`config.mk`:
```
export PLATFORM = sky130hd
export DESIGN_NAME = matrix_scan_driver
export DESIGN_NICKNAME = d
export VERILOG_FILES = /design/src/rtl/led_matrix_pkg.sv /design/src/rtl/pwm_column_slice.sv /design/src/rtl/matrix_scan_driver.sv
export SDC_FILE = /design/constraint.sdc
export NUM_CORES = 1
export LEC_CHECK = 0
export ABC_AREA = 1
export CORE_MARGIN = 2
export CORE_UTILIZATION = 58
export CTS_CLUSTER_DIAMETER = 150
export DETAILED_ROUTE_END_ITERATION = 8
export GPL_TIMING_DRIVEN = 1
export HOLD_SLACK_MARGIN = 0.06
export PLACE_DENSITY = 0.82
export SYNTH_ARGS = -nofsm -noshare
export SYNTH_HDL_FRONTEND = slang
export SYNTH_SLANG_ARGS = --single-unit
```
`constraint.sdc`:
```
create_clock -name clk -period 2.29 [get_ports clk]
set_input_delay 0.3435 -clock clk [delete_from_list [all_inputs] [get_ports clk]]
set_output_delay 0.3435 -clock clk [all_outputs]
set_load 0.01 [all_outputs]
```
`src/rtl/led_matrix_pkg.sv`:
```
// Shared types, constants and the RGB332 level decode for the LED matrix scan path.
package led_matrix_pkg;

    localparam int PANEL_DIM   = 8;
    localparam int IDX_BITS    = 3;
    localparam int ADDR_WIDTH  = 6;
    localparam int COLOR_DEPTH = 8;
    localparam int PWM_BITS    = 3;
    localparam int PWM_STEPS   = 8;

    typedef enum logic [1:0] {IDLE, FETCH, BLANK, SHOW} scan_state_t;

    typedef struct packed {
        logic [PWM_BITS-1:0] r;
        logic [PWM_BITS-1:0] g;
        logic [PWM_BITS-1:0] b;
    } rgb_levels_t;

    // Blue has only two bits; replicating the MSB spreads them over 0..7.
    function automatic rgb_levels_t rgb332_levels(input logic [COLOR_DEPTH-1:0] pix);
        rgb_levels_t lv;
        lv.r = pix[7:5];
        lv.g = pix[4:2];
        lv.b = {pix[1:0], pix[1]};
        return lv;
    endfunction

endpackage

```
`src/rtl/pwm_column_slice.sv`:
```
// One panel column: turns a latched RGB332 pixel into r/g/b drive for the current PWM step.
// Purely combinational; the top registers the result.
module pwm_column_slice
    import led_matrix_pkg::*;
(
    input  logic [COLOR_DEPTH-1:0] i_pixel,
    input  logic [PWM_BITS-1:0]    i_step,
    input  logic                   i_show,
    input  logic                   i_active_low,
    output logic                   o_r,
    output logic                   o_g,
    output logic                   o_b
);

    rgb_levels_t w_lv;

    assign w_lv = rgb332_levels(i_pixel);
    assign o_r  = (i_show && (i_step < w_lv.r)) ^ i_active_low;
    assign o_g  = (i_show && (i_step < w_lv.g)) ^ i_active_low;
    assign o_b  = (i_show && (i_step < w_lv.b)) ^ i_active_low;

endmodule

```
`src/rtl/matrix_scan_driver.sv`:
```
// Row-multiplexed 8x8 RGB panel driver: fetch a row into a shadow register, blank, then PWM-show it.
// All panel outputs are registered and trail the scan state by one cycle.
module matrix_scan_driver
    import led_matrix_pkg::*;
#(
    parameter int MATRIX_SIZE    = PANEL_DIM,
    parameter int STEP_CYCLES    = 64,
    parameter int DEAD_CYCLES    = 16,
    parameter int ROW_ACTIVE_LOW = 0,
    parameter int COL_ACTIVE_LOW = 0
) (
    input  logic                   clk,
    input  logic                   rst_n,
    input  logic                   enable,
    output logic [ADDR_WIDTH-1:0]  read_addr,
    input  logic [COLOR_DEPTH-1:0] pixel_data,
    output logic [MATRIX_SIZE-1:0] row_sel,
    output logic [MATRIX_SIZE-1:0] col_r,
    output logic [MATRIX_SIZE-1:0] col_g,
    output logic [MATRIX_SIZE-1:0] col_b,
    output logic                   frame_done,
    output logic                   scan_active
);

    localparam int MAX_A   = (STEP_CYCLES > DEAD_CYCLES) ? STEP_CYCLES : DEAD_CYCLES;
    localparam int MAX_CNT = (MAX_A > MATRIX_SIZE) ? MAX_A : MATRIX_SIZE;
    localparam int CNT_W   = $clog2(MAX_CNT);

    localparam logic [CNT_W-1:0]       CNT_ONE    = CNT_W'(1);
    localparam logic [CNT_W-1:0]       FETCH_LAST = CNT_W'(MATRIX_SIZE - 1);
    localparam logic [CNT_W-1:0]       DEAD_LAST  = CNT_W'((DEAD_CYCLES > 0) ? DEAD_CYCLES - 1 : 0);
    localparam logic [CNT_W-1:0]       STEP_LAST  = CNT_W'(STEP_CYCLES - 1);
    localparam logic [PWM_BITS-1:0]    PWM_LAST   = PWM_BITS'(PWM_STEPS - 1);
    localparam logic [IDX_BITS-1:0]    ROW_LAST   = IDX_BITS'(MATRIX_SIZE - 1);
    localparam logic [IDX_BITS-1:0]    IDX_ONE    = IDX_BITS'(1);
    localparam logic [MATRIX_SIZE-1:0] ROW_ONE    = MATRIX_SIZE'(1);
    localparam logic                   ROW_POL    = (ROW_ACTIVE_LOW != 0);
    localparam logic                   COL_POL    = (COL_ACTIVE_LOW != 0);
    localparam scan_state_t            POST_FETCH = (DEAD_CYCLES == 0) ? SHOW : BLANK;

    scan_state_t            r_state;
    logic [IDX_BITS-1:0]    r_row;
    logic [CNT_W-1:0]       r_cnt;
    logic [PWM_BITS-1:0]    r_step;
    logic [COLOR_DEPTH-1:0] r_shadow [MATRIX_SIZE];
    logic [ADDR_WIDTH-1:0]  r_read_addr;
    logic                   r_frame_done;
    logic                   r_scan_active;
    logic [MATRIX_SIZE-1:0] r_row_sel;
    logic [MATRIX_SIZE-1:0] r_col_r;
    logic [MATRIX_SIZE-1:0] r_col_g;
    logic [MATRIX_SIZE-1:0] r_col_b;

    logic [IDX_BITS-1:0]    w_col;
    logic                   w_show;
    logic [MATRIX_SIZE-1:0] w_col_r;
    logic [MATRIX_SIZE-1:0] w_col_g;
    logic [MATRIX_SIZE-1:0] w_col_b;

    assign w_col  = r_cnt[IDX_BITS-1:0];
    assign w_show = enable && (r_state == SHOW);

    always_ff @(posedge clk or negedge rst_n) begin
        if (!rst_n) begin
            r_state       <= IDLE;
            r_row         <= '0;
            r_cnt         <= '0;
            r_step        <= '0;
            r_read_addr   <= '0;
            r_frame_done  <= 1'b0;
            r_scan_active <= 1'b0;
            for (int i = 0; i < MATRIX_SIZE; i++) r_shadow[i] <= '0;
        end else begin
            r_frame_done <= 1'b0;
            if (!enable) begin
                r_state       <= IDLE;
                r_row         <= '0;
                r_cnt         <= '0;
                r_step        <= '0;
                r_scan_active <= 1'b0;
            end else begin
                r_scan_active <= 1'b1;
                case (r_state)
                    IDLE: begin
                        r_state     <= FETCH;
                        r_cnt       <= '0;
                        r_read_addr <= '0;
                    end
                    FETCH: begin
                        r_shadow[w_col] <= pixel_data;
                        if (r_cnt == FETCH_LAST) begin
                            r_cnt   <= '0;
                            r_step  <= '0;
                            r_state <= POST_FETCH;
                        end else begin
                            r_cnt       <= r_cnt + CNT_ONE;
                            r_read_addr <= {r_row, w_col + IDX_ONE};
                        end
                    end
                    BLANK: begin
                        if (r_cnt == DEAD_LAST) begin
                            r_cnt   <= '0;
                            r_state <= SHOW;
                        end else begin
                            r_cnt <= r_cnt + CNT_ONE;
                        end
                    end
                    SHOW: begin
                        if (r_cnt != STEP_LAST) begin
                            r_cnt <= r_cnt + CNT_ONE;
                        end else begin
                            r_cnt <= '0;
                            if (r_step != PWM_LAST) begin
                                r_step <= r_step + PWM_BITS'(1);
                            end else begin
                                r_step  <= '0;
                                r_state <= FETCH;
                                // Address of the next row's first pixel is ready for FETCH cycle 0.
                                if (r_row == ROW_LAST) begin
                                    r_row        <= '0;
                                    r_frame_done <= 1'b1;
                                    r_read_addr  <= '0;
                                end else begin
                                    r_row       <= r_row + IDX_ONE;
                                    r_read_addr <= {r_row + IDX_ONE, {IDX_BITS{1'b0}}};
                                end
                            end
                        end
                    end
                    default: r_state <= IDLE;
                endcase
            end
        end
    end

    for (genvar gi = 0; gi < MATRIX_SIZE; gi++) begin : g_col
        pwm_column_slice u_slice (
            .i_pixel      (r_shadow[gi]),
            .i_step       (r_step),
            .i_show       (w_show),
            .i_active_low (COL_POL),
            .o_r          (w_col_r[gi]),
            .o_g          (w_col_g[gi]),
            .o_b          (w_col_b[gi])
        );
    end

    always_ff @(posedge clk or negedge rst_n) begin
        if (!rst_n) begin
            r_row_sel <= {MATRIX_SIZE{ROW_POL}};
            r_col_r   <= {MATRIX_SIZE{COL_POL}};
            r_col_g   <= {MATRIX_SIZE{COL_POL}};
            r_col_b   <= {MATRIX_SIZE{COL_POL}};
        end else begin
            r_row_sel <= w_show ? ((ROW_ONE << r_row) ^ {MATRIX_SIZE{ROW_POL}})
                                : {MATRIX_SIZE{ROW_POL}};
            r_col_r   <= w_col_r;
            r_col_g   <= w_col_g;
            r_col_b   <= w_col_b;
        end
    end

    assign read_addr   = r_read_addr;
    assign row_sel     = r_row_sel;
    assign col_r       = r_col_r;
    assign col_g       = r_col_g;
    assign col_b       = r_col_b;
    assign frame_done  = r_frame_done;
    assign scan_active = r_scan_active;

endmodule

```
==> impl_metrics.env <==
export IMPL_outcome="complete, no violations"
export IMPL_layout_min_cycle_time_ns=1.99
export IMPL_final_hold_violation_count=0
export IMPL_drt_vias_per_instance=5.64
export IMPL_antenna_cells_inserted=0
export IMPL_worstPathMaxFanout=11
export IMPL_finalCritPeriodShare_pct=86.9
export IMPL_finalSetupViolCount=0
export IMPL_commonest_cells_after_routing_fill_and_taps_aside="sky130_fd_sc_hd__nand2_1 (126), sky130_fd_sc_hd__dfrtp_1 (118), sky130_fd_sc_hd__inv_1 (84)"
export IMPL_port_buffer_count=50
export IMPL_crit_path_max_incr_delay_ns=0.58
export IMPL_layout_drive_gt1_share_pct=9.85
export IMPL_post_detailed_route_count_of_antenna_violating_nets=0
export IMPL_die_height_um=103
export IMPL_grt_ovfl_total=0
export IMPL_numCtsBuffers=17
export IMPL_io_pin_count=51
export IMPL_arrival_ns=2.33
export IMPL_pwr_density_cell_nw_per_um2=900
export IMPL_cp_start_kind="register"
export IMPL_number_of_antenna_violations_at_the_first_check_in_global_routing=0
export IMPL_buffer_type_at_the_clock_tree_root="sky130_fd_sc_hd__clkbuf_8"
export IMPL_maxCapViolations=0
export IMPL_cts_sink_count=118
export IMPL_grt_first_pass_wirelength_mm=22.1
export IMPL_clkLatencyLatePin_ns=0.53
export IMPL_layout_area_growth_over_synthesis_pct=22.7
export IMPL_post_cts_resized_instances=0
export IMPL_sequential_element_share_of_the_synthesized_area_pct=51.6
export IMPL_die_area_um2=10700
export IMPL_detail_route_wirelength_mm=13.5
export IMPL_timing_worst_slew_pin_value_ns=0.691
export IMPL_worst_hold_slack_ns=0.333
export IMPL_worst_ep_required_time_ns=2.63
export IMPL_final_max_tran_viols=0
export IMPL_cts_tree="done"
export IMPL_finalWorstSetupSlack_ns=0.300
export IMPL_most_common_cell_after_layout_fill_and_taps_aside="sky130_fd_sc_hd__nand2_1"
export IMPL_clkTransAtPathRegs_ns=0.06
export IMPL_drt_drc_violations_left=0
export IMPL_htreeDepth=4
export IMPL_num_vias=4527
export IMPL_synth_nets=666
export IMPL_detailedRoute_firstIterationViolations=329
export IMPL_dieWidth_um=103
export IMPL_place_worst_setup_slack_ns=0.300
export IMPL_slowest_stage="sky130_fd_sc_hd__a2111oi_0"
export IMPL_clock_fmax_ghz=0.502
export IMPL_rows=36
export IMPL_yosys_warnings=0
export IMPL_initial_utilization_pct=59.1
export IMPL_routed_wire_length_per_instance_um=16.9
export IMPL_crit_path_cell_trace="buf_4 -> ha_1 -> nand2_1 -> a21oi_1 -> a2111oi_0"
export IMPL_gpl_final_weighted_congestion=0.942
export IMPL_place_hpwl_mm=8.32
export IMPL_grt_setup_unrepaired="false"
export IMPL_area_of_the_mapped_netlist_um2=5730
export IMPL_post_synth_num_cell_types=29
export IMPL_number_of_global_route_vias_before_repair=4651
export IMPL_worst_clock_skew_ns=0.0154
export IMPL_cp_end_kind="register"
export IMPL_leakage_dissipation_nw=3.38
export IMPL_fin_tns_setup_ns=0
export IMPL_synthesis_area_per_instance_um2=9.64
export IMPL_synth_ff_latch_count=118
export IMPL_cts_root_to_sink_buffers=2
export IMPL_grt_start_max_net_pins=55
export IMPL_post_route_util_pct=72.5
export IMPL_crit_type="register to register"
export IMPL_area_of_the_core_um2=9680
export IMPL_min_delay_path_class="input port to asynchronous set/reset pin"
export IMPL_final_net_count=731
export IMPL_grt_usage_pct=27.5
export IMPL_fillers=633
export IMPL_worst_slew_margin_rel_pct=52.7
export IMPL_syn_instance_count=594
export IMPL_drt_pass_1_iters=5
export IMPL_peakVddDrop_mv=0.524
critical path, delay by kind of cell (launching register included):
kind                       cells  cell delay, ns
AOI/OAI and AO/OA              2            0.62
and+or+nand+nor                1            0.07
DFF                            1            0.54
adders and majority gates      1            0.28
buffers and inverters          1            0.29
area by class of cell:
class                           count  area [um2]  area share [%]
Multi-Input combinational cell    376        2380            33.9
Inverter                           85         319            4.54
Tap cell                          133         166            2.37
Clock buffer                       20         445            6.34
Clock inverter                     10         154            2.19
Timing Repair Buffer               61         608            8.66
Sequential cell                   118        2950            42.0
routing by layer:
metal	vias to the layer above	routed length, um	share of wire, %	track usage (%)
li1	2110	-	-	-
met1	2164	5530	41	34.8
met2	211	6680	49	45.7
met3	42	927	6.8	5.71
met4	0	403	3.0	12.6
met5	-	0	0	0
sequential cells by signal, indices dropped and copies added, names as in the netlist:
signal and count:
row_sel 8, col_r 8, r_row 3, r_cnt 6, r_state 2, r_step 3, col_b 8, col_g 8
r_shadow 64, frame_done 1, scan_active 1, read_addr 6
per-stage QoR:
stage	instance area [um2]	instances	total power, W
after floorplan	5730	594	0.00322
after global placement	6420	772	0.00348
after detailed placement	6420	772	0.00357
after CTS	7030	803	0.00631
after global routing	7030	803	0.00657
final	7030	803	0.00632
kinds of logic (layout without fill, tap and decap cells):
group / Yosys count / after routing / share of synthesized area, %
simple gates: 186 / 186 / 14.7
fa+ha+maj: 61 / 61 / 13.3
compound gates: 126 / 126 / 13.1
xor+xnor: 3 / 3 / 0.459
buf+inv: 100 / 176 / 6.88
flops: 118 / 118 / 51.6
Yosys cell counts:
cell type	number	area share, %
sky130_fd_sc_hd__a2111oi_0	21	3.2
sky130_fd_sc_hd__a2111oi_1	3	0.52
sky130_fd_sc_hd__a211oi_1	1	0.13
sky130_fd_sc_hd__a21oi_1	26	2.3
sky130_fd_sc_hd__a21oi_4	1	0.28
sky130_fd_sc_hd__buf_2	12	1.0
sky130_fd_sc_hd__buf_4	1	0.13
sky130_fd_sc_hd__clkbuf_1	2	0.13
sky130_fd_sc_hd__dfrtp_1	118	52
sky130_fd_sc_hd__ha_1	61	13
sky130_fd_sc_hd__inv_1	84	5.5
sky130_fd_sc_hd__inv_2	1	0.065
sky130_fd_sc_hd__nand2_1	126	8.3
sky130_fd_sc_hd__nand2_2	12	1.3
sky130_fd_sc_hd__nand2_4	3	0.59
sky130_fd_sc_hd__nand3_1	14	1.2
sky130_fd_sc_hd__nand3_2	2	0.35
sky130_fd_sc_hd__nand3b_1	1	0.13
sky130_fd_sc_hd__nand4_1	2	0.22
sky130_fd_sc_hd__nor2_1	14	0.92
sky130_fd_sc_hd__nor2_2	2	0.22
sky130_fd_sc_hd__nor2_4	3	0.59
sky130_fd_sc_hd__nor2_8	1	0.35
sky130_fd_sc_hd__nor3_1	6	0.52
sky130_fd_sc_hd__o21ai_1	67	5.9
sky130_fd_sc_hd__o21ai_2	1	0.15
sky130_fd_sc_hd__o22ai_1	6	0.66
sky130_fd_sc_hd__xnor2_1	1	0.15
sky130_fd_sc_hd__xor2_1	2	0.31
report_power, final:
group	switching (W)	internal, W	leakage [nW]
Clock	0.000922	0.00180	0.300
Sequential	0.000149	0.00231	1.62
Combinational	0.000718	0.000420	1.46
final timing paths:
check	start	to	slack, ns	cells past startpoint
worst min register to register	read_addr[1]	read_addr[1]	0.47	2
min in group clk	read_addr[1]	read_addr[1]	0.47	2
worst max register to register	r_step[2]	col_r[2]	0.30	5
max in group asynchronous	rst_n	col_g[4]	1.21	3
worst min-delay path	rst_n	col_b[7]	0.33	2
worst max-delay path	r_step[2]	col_r[2]	0.30	5
what timing repair did:
action / 4_1_cts / 5_1_grt
setup buffers: 0 / 0
hold buffers: 1 / 0
hold endpoints to repair: 37 / 0
Note: power is estimated with default switching activity, not from simulation.
